File: src/rtl/mul_pipe_ctrl_pkg.sv
// Shared definitions for the multiply pipeline sequencer: register address
// width, default pipeline depth and the per-stage token carried through M1..Mn.
package mul_pipe_ctrl_pkg;

  localparam int MUL_REG_ADDR = 5;
  localparam int MUL_DEPTH    = 5;

  typedef struct packed {
    logic                    valid;
    logic                    regwrite;
    logic [MUL_REG_ADDR-1:0] dst;
  } mul_token_t;

  // A token blocks decode when it will write a register that decode reads.
  // Register 0 is hardwired, so it never creates a dependency.
  function automatic logic tok_hits(input mul_token_t t,
                                    input logic [MUL_REG_ADDR-1:0] a,
                                    input logic [MUL_REG_ADDR-1:0] b);
    return t.valid & t.regwrite & (t.dst != '0) & ((t.dst == a) | (t.dst == b));
  endfunction

endpackage

File: src/rtl/mul_token_stage.sv
// One token register of the multiply sequencer: loads when enabled, clear
// wins over load so a squash empties the stage regardless of stall.
module mul_token_stage
  import mul_pipe_ctrl_pkg::*;
(
  input  logic       clk,
  input  logic       reset,
  input  logic       en,
  input  logic       clr,
  input  mul_token_t d,
  output mul_token_t q
);

  // Token register with async reset, clear over enable.
  always_ff @(posedge clk or posedge reset) begin
    if (reset)    q <= '0;
    else if (clr) q <= '0;
    else if (en)  q <= d;
  end

endmodule

File: src/rtl/mul_pipe_ctrl.sv
// Multiply pipeline sequencer: tracks one valid/regwrite/dst token per stage,
// generates stage write enables, RAW-hazard detection for decode, and
// arbitration of the register-file write port (multiply wins over ALU).
// Optional squash support is compiled in with `define MUL_FLUSH_EN; without it
// the flush input is accepted but has no effect.
module mul_pipe_ctrl
  import mul_pipe_ctrl_pkg::*;
#(
  parameter int DEPTH    = MUL_DEPTH,
  parameter int REG_ADDR = MUL_REG_ADDR   // must equal the token dst width
) (
  input  logic                       clk,
  input  logic                       reset,
  input  logic                       stall_in,
  input  logic                       issue_valid,
  input  logic [REG_ADDR-1:0]        issue_wreg,
  input  logic                       issue_regwrite,
  output logic                       issue_ready,
  input  logic [REG_ADDR-1:0]        src_a,
  input  logic [REG_ADDR-1:0]        src_b,
  output logic                       raw_hazard,
  output logic [DEPTH-1:0]           stage_we,
  output logic [DEPTH-1:0]           stage_valid,
  output logic                       mul_wb_valid,
  output logic [REG_ADDR-1:0]        mul_wb_reg,
  input  logic                       alu_wb_req,
  output logic                       alu_wb_grant,
  output logic [$clog2(DEPTH+1)-1:0] occupancy,
  output logic                       busy,
  input  logic                       flush
);

  localparam int OCC_W = $clog2(DEPTH+1);

  mul_token_t       tok   [DEPTH];
  mul_token_t       tok_d [DEPTH];
  mul_token_t       issue_tok;
  logic             flush_eff;
  logic             accept;
  logic             retire;
  logic [OCC_W-1:0] occ_q;

`ifdef MUL_FLUSH_EN
  assign flush_eff = flush;
`else
  logic unused_flush;
  assign unused_flush = flush;
  assign flush_eff    = 1'b0;
`endif

  // A squash blocks issue in the same cycle so nothing new survives it.
  assign issue_ready = ~stall_in & ~flush_eff;
  assign accept      = issue_valid & issue_ready;
  assign retire      = ~stall_in & tok[DEPTH-1].valid;

  assign issue_tok.valid    = accept;
  assign issue_tok.regwrite = issue_regwrite;
  assign issue_tok.dst      = issue_wreg;

  for (genvar g = 0; g < DEPTH; g++) begin : g_stage
    if (g == 0) begin : g_first
      assign tok_d[g]    = issue_tok;
      assign stage_we[g] = accept;
    end else begin : g_rest
      assign tok_d[g]    = tok[g-1];
      assign stage_we[g] = ~stall_in & tok[g-1].valid;
    end

    mul_token_stage u_stage (
      .clk   (clk),
      .reset (reset),
      .en    (~stall_in),
      .clr   (flush_eff),
      .d     (tok_d[g]),
      .q     (tok[g])
    );

    assign stage_valid[g] = tok[g].valid;
  end

  // The last stage retires in a flush cycle too; only stall suppresses it.
  assign mul_wb_valid = ~stall_in & tok[DEPTH-1].valid & tok[DEPTH-1].regwrite;
  assign mul_wb_reg   = tok[DEPTH-1].dst;
  assign alu_wb_grant = alu_wb_req & ~mul_wb_valid;

  // Hazard scan covers every stage, including the last (no writeback bypass).
  always_comb begin
    raw_hazard = 1'b0;
    for (int i = 0; i < DEPTH; i++) begin
      if (tok_hits(tok[i], src_a, src_b)) raw_hazard = 1'b1;
    end
  end

  // In-flight counter: issue adds one, retirement removes one, squash empties.
  always_ff @(posedge clk or posedge reset) begin
    if (reset)                  occ_q <= '0;
    else if (flush_eff)         occ_q <= '0;
    else if (accept && !retire) occ_q <= occ_q + OCC_W'(1);
    else if (retire && !accept) occ_q <= occ_q - OCC_W'(1);
  end

  assign occupancy = occ_q;
  assign busy      = (occ_q != '0);

endmodule

File: config.mk
export PLATFORM = sky130hd
export DESIGN_NAME = mul_pipe_ctrl
export DESIGN_NICKNAME = d
export VERILOG_FILES = /design/src/rtl/mul_pipe_ctrl_pkg.sv /design/src/rtl/mul_token_stage.sv /design/src/rtl/mul_pipe_ctrl.sv
export SDC_FILE = /design/constraint.sdc
export NUM_CORES = 1
export LEC_CHECK = 0
export BUFFER_PORTS_ARGS = -buffer_cell sky130_fd_sc_hd__buf_2
export CAP_MARGIN = 20
export CORE_UTILIZATION = 55
export CTS_BUF_LIST = sky130_fd_sc_hd__clkbuf_8
export DETAILED_ROUTE_END_ITERATION = 12
export GPL_TIMING_DRIVEN = 0
export HOLD_SLACK_MARGIN = 0.12
export PLACE_DENSITY_LB_ADDON = 0.2
export SYNTH_ARGS = -nofsm -noshare
export SYNTH_HDL_FRONTEND = slang
export SYNTH_SLANG_ARGS = --single-unit
export TNS_END_PERCENT = 30
File: constraint.sdc
create_clock -name clk -period 6.1 [get_ports clk]
set_clock_uncertainty 0.1 [all_clocks]
set_input_delay 1.22 -clock clk [delete_from_list [all_inputs] [get_ports clk]]
set_output_delay 1.22 -clock clk [all_outputs]
set_load 0.01 [all_outputs]
==> results of run 1 <==
## report_power, final
group	internal [mW]	leakage [nW]	switching, mW
clock network	0.0908	0.0472	0.0871
logic	0.142	0.700	0.103
registers	0.306	0.452	0.0760
## stage by stage
| stage | instance area [um^2] | setup slack (ns) |
|---|---|---|
| final | 2590 | 2.24 |
| after detailed placement | 2500 | 2.26 |
| after CTS | 2590 | 2.26 |
| after floorplan | 2280 | 2.50 |
| after global routing | 2590 | 2.16 |
| after global placement | 2500 | 2.26 |
## cells in the mapped netlist
master / n
xor2_1: 40
inv_1: 3
a21o_1: 5
or4_1: 5
a22oi_1: 2
nor3_1: 10
and3_1: 1
nand3_1: 6
nand2_1: 1
buf_1: 4
buf_4: 11
o211ai_1: 4
or3_1: 1
a21oi_1: 3
clkbuf_1: 1
o22ai_1: 1
ha_1: 1
dfrtp_1: 38
buf_2: 10
o211ai_2: 1
nor2_1: 5
mux2_2: 31
xnor2_1: 13
or4_4: 1
fa_1: 1
nor2b_1: 6
## layer usage
metal	global-route usage, %	share of wire (%)	up-vias
met1	28.7	47	741
li1	-	-	756
met5	0	0	-
met3	4.14	2.5	4
met2	35.7	49	26
met4	8.78	1.3	0
## state kept, by name, indices dropped and copies added (netlist names)
register	count
g_stage.u_stage.q	35
occupancy	3
## worst register-to-register path, delay by kind of cell, from the launching register on
kind	cells	cell delay, ns
fa+ha+maj	2	0.56
flops	1	0.42
xor+xnor	2	0.30
simple gates	2	0.23
buf+inv	1	0.06
## final timing paths
kind / from / end / cells past startpoint
min reg2reg: occupancy[2]$_DFFE_PP0P_ / occupancy[2]$_DFFE_PP0P_ / 1
min in group asynchronous: reset / g_stage[0].u_stage.q[5]$_DFFE_PP0N_ / 2
max in group asynchronous: reset / g_stage[1].u_stage.q[0]$_DFFE_PP0N_ / 2
min: occupancy[2]$_DFFE_PP0P_ / occupancy[2]$_DFFE_PP0P_ / 1
max: src_a[2] / raw_hazard / 7
max reg2reg: g_stage[4].u_stage.q[6]$_DFFE_PP0N_ / occupancy[2]$_DFFE_PP0P_ / 7
## layout make-up
class                   count  area, um^2
multi-input cells         138        1160
clock buffers               6        82.6
repair buffers             32         160
flip-flops and latches     38         951
fillers                   336        1410
clock inverters             2        12.5
well taps                  50        62.6
plain buffers              26         151
inverters                   3        11.3
## logic make-up (layout without fill, tap and decap cells)
| family | Yosys count | count (layout) | share of synthesized area [%] |
|---|---|---|---|
| mux | 31 | 31 | 15.3 |
| simple gates | 36 | 36 | 8.85 |
| buf+inv | 29 | 69 | 7.14 |
| flops | 38 | 38 | 41.8 |
| xor+xnor | 53 | 53 | 20.4 |
| compound gates | 16 | 16 | 5.11 |
| fa+ha+maj | 2 | 2 | 1.43 |
==> out/results.ini, run 1 <==
[placed_design]
placed_cells = 287
dp.final_hpwl_mm = 3.29
place_congestion = 0.880
portBuffers = 32

[timing]
holdWs_ns = 0.405
fin_crit_sh_pct = 63.3
rsz0062_at_grt = no
finalHoldViolations = 0
worstMarginPinSlew_ns = 0.783
slew_headroom_pct = 47.7
max_freq_ghz = 0.259
period_needed_ns = 3.86
drv_slew = 0
finalSetupViolCount = 0
setup_tns_ns = 0

[clock_tree]
numCtsBuffers = 5
cts_max_path_buffers = 2
insertion_delay_ns = 0.29
clock_sinks = 38
cts_root_buf = clkbuf_8
cts.repair.resized = 0
htreeDepth = 2
post_cts_buffers = 0
cts_tree = built
ctsHoldBuffers = 0
cts.clk_slew.worst_paths_ns = 0.07

[layout]
area_growth_pct = 14.0
fin_util_pct = 64.9
instances_no_fill = 295
layout.nets = 268
n_antenna_cell = 0
final_cell_mix = buf_2, xor2_1, dfrtp_1
drive_gt1_share_pct = 38.8
layout_commonest_cell = buf_2

[critical_path]
arrival_ns = 2.54
path_delay_family = simple AND/OR/NAND/NOR gates
critPathLaunchType = input pin
reg2reg_slack_ns = 4.35
cp.required_ns = 4.78
critical-path-top-cell-by-count = buf_2
slowest_stage = or4_1
slowest_delay_ns = 0.42
path_buf_inv = 2
crit_type = in2out
path_max_fanout = 5
crit_chain = buf_2, xor2_1, nor2_1, a22oi_1, o22ai_1, or4_1, buf_2
endpoint_kind = output pin

[global_route]
grt_pass1_vias = 1447
antenna_found_initial = 0
grt_usage_pct = 21.9
grt_pass1_wl_mm = 6.89
grt_max_degree = 39
gr-total-overflow = 0

[die]
core_um2 = 4000
die_x_um = 66.3
die_area_um2 = 4400
io-pin-count = 45
initial_core_util_pct = 56.9
die_h_um = 66.3
rows = 23

[hold_path]
hp-class = reg2reg

[synth]
synth_top_cell_by_area = dfrtp_1
syn-num-nets = 229
synth_area_leaders = dfrtp_1, xor2_1, mux2_2
synth_top_area_share_pct = 41.8
ys_warn_count = 0
syn_inst = 205
syn_avg_cell_area_um2 = 11.1
ys_types = 26
ys_seq_area_share_pct = 41.8
ys_ff_latch = 38
synthesis.area_um2 = 2280

[pwr]
ir_drop_mv = 0.273
power_leakage_nw = 1.20
p_total_mw = 0.805
power_density_nw_per_um2 = 310

[routing]
drc = 0
firstDrtPassIters = 4
drt-vias-per-instance = 5.18
ant_nets = 0
post_drt_wl_per_cell_um = 14.5
num_vias = 1527
wl_mm = 4.27
drtIter0Drc = 47

[run]
drv_cap = 0

[status]
status = finished clean

Power figures use the tool's default switching activity.
==> run 2, diff against run 1 <==
CORE_UTILIZATION = 51   (was 55)
clock period = 3.1 ns   (was 6.1 ns; I/O delays follow)
==> run 2 against run 1 <==
  * Setup slack got worse by 2.1 ns
  * Critical path depth is 2 lower
  * Non-clock buffer count did not move
  * Power up 120%
  * Register-to-register slack got worse by 3.0 ns
  * Count of clock-buffer cells in the layout is the same
  * Design area up 1.8%
==> out/results.ini, run 2 (synthesis results as in run 1) <==
[hold_path]
hp-class = in2async

[global_route]
grtUsageMet3_pct = 4.93
grt_usage_pct = 21.3
grt_use_met1_pct = 30.4
grt.busiest_layer = met2
antenna_found_initial = 0
gr-usage-met2_pct = 32.4
grt_max_degree = 39
grt_pass1_wl_mm = 7.12
gr-total-overflow = 0
grt_pass1_vias = 1455

[layout]
drive_gt1_share_pct = 38.8
final_cell_mix = buf_2, xor2_1, dfrtp_1
multi_input_area_um2 = 1160
n_antenna_cell = 0
layout.nets = 268
largest_register_ffs = 35
n_fill_cell = 356
regMostFlops = g_stage.u_stage.q
fin_util_pct = 63.8
area_growth_pct = 16.0
layout_commonest_cell = buf_2
fin_area_um2 = 2640
register_area_um2 = 951

[placed_design]
portBuffers = 32
place_congestion = 0.822
place_area_um2 = 2500
dpl_worst_slack_ns = 0.451
dp.final_hpwl_mm = 3.32

[routing]
wl_mm = 4.40
num_vias = 1558
post_drt_wl_per_cell_um = 14.9
drt-vias-per-instance = 5.28
firstDrtPassIters = 4
drc = 0
ant_nets = 0
drtIter0Drc = 77

[clock_tree]
ctsHoldBuffers = 0
cts_max_path_buffers = 2
insertion_delay_ns = 0.29
post_cts_buffers = 0
numCtsBuffers = 5
cts_root_buf = clkbuf_8
cts_tree = built
cts.clk_slew.worst_paths_ns = 0.08
cts.repair.resized = 0
clock_sinks = 38
htreeDepth = 2

[die]
rows = 23
die_area_um2 = 4740
initial_core_util_pct = 55.0
core_um2 = 4140
die_h_um = 68.8
die_x_um = 68.8
io-pin-count = 45

[pwr]
p_clk_share_pct = 29.6
p_comb_share_pct = 27.5
p_sw_mw = 0.524
power_leakage_nw = 1.22
seq_power_share_pct = 42.9
netSwitchingFraction_pct = 30.0
power_density_nw_per_um2 = 661
ir_drop_mv = 0.388
intPower_mw = 1.22

[critical_path]
endpoint_kind = output pin
critPathLaunchType = register
crit_type = reg2out
arrival_ns = 2.23
path_max_fanout = 5
cp.required_ns = 2.38

[timing]
drv_slew = 0
max_freq_ghz = 0.339
worstMarginPinSlew_ns = 0.804
rsz0062_at_grt = no
setup_tns_ns = 0
finalSetupViolCount = 0
period_needed_ns = 2.95
slew_headroom_pct = 46.3
fin_crit_sh_pct = 95.1
postLayoutSetupSlackWorst_ns = 0.152
finalHoldViolations = 0

[status]
status = finished clean

[run]
drv_cap = 0

==> run 2: cell count changes in the layout (fill, tap and decap cells not counted) <==
cell | before | now
clkinv_2 | 1 | 0
clkinvlp_4 | 1 | 0
bufinv_16 | 0 | 2
==> run 2: area by class of cell <==
class                   instances  share of cell area (%)
multi-input cells             138                    44.0
flip-flops and latches         38                    36.0
repair buffers                 32                    6.06
plain buffers                  26                    5.73
clock buffers                   6                    3.13
well taps                      50                    2.37
clock inverters                 2                    2.27
inverters                       3                   0.426
==> run 2: critical path, cell delays in order (launching register included) <==
cell and delay (ns):
dfrtp_1 0.44, or4_1 0.55, o211ai_1 0.20, a21oi_1 0.07
or4_1 0.52, buf_2 0.16
==> run 2: final timing paths <==
| kind | start | endpoint | slack [ns] | cells after the start |
|---|---|---|---|---|
| worst min-delay path | reset | g_stage[0].u_stage.q[6]$_DFFE_PP0N_ | 0.38 | 2 |
| worst max-delay path | g_stage[2].u_stage.q[2]$_DFFE_PP0N_ | raw_hazard | 0.15 | 5 |
| worst min register to register | occupancy[2]$_DFFE_PP0P_ | occupancy[2]$_DFFE_PP0P_ | 0.38 | 1 |
| min in group clk | occupancy[2]$_DFFE_PP0P_ | occupancy[2]$_DFFE_PP0P_ | 0.38 | 1 |
| worst max register to register | g_stage[4].u_stage.q[6]$_DFFE_PP0N_ | occupancy[2]$_DFFE_PP0P_ | 1.37 | 7 |
| max in group asynchronous | reset | g_stage[4].u_stage.q[3]$_DFFE_PP0N_ | 2.01 | 2 |
==> run 2: metal layers <==
metal / routed length [um] / share of wire (%)
met1: 2140 / 49
met5: 0 / 0
met3: 196 / 4.5
met2: 2020 / 46
met4: 40 / 0.91
==> run 2: stage by stage <==
step           hold WS [ns]  power (mW)  instances
2_1_floorplan         0.391        1.10        205
3_3_place_gp          0.368        1.23        287
3_5_place_dp          0.373        1.24        287
4_1_cts               0.388        1.76        295
5_1_grt               0.417        1.86        295
6_report              0.381        1.75        295
==> run 2: power by group through the flow <==
stage,Sequential [mW],Combinational [mW],Clock (mW)
floorplan,0.732,0.366,0
global placement,0.756,0.470,0
detailed placement,0.760,0.482,0
CTS,0.750,0.486,0.526
global route,0.772,0.542,0.543
finish,0.749,0.480,0.517
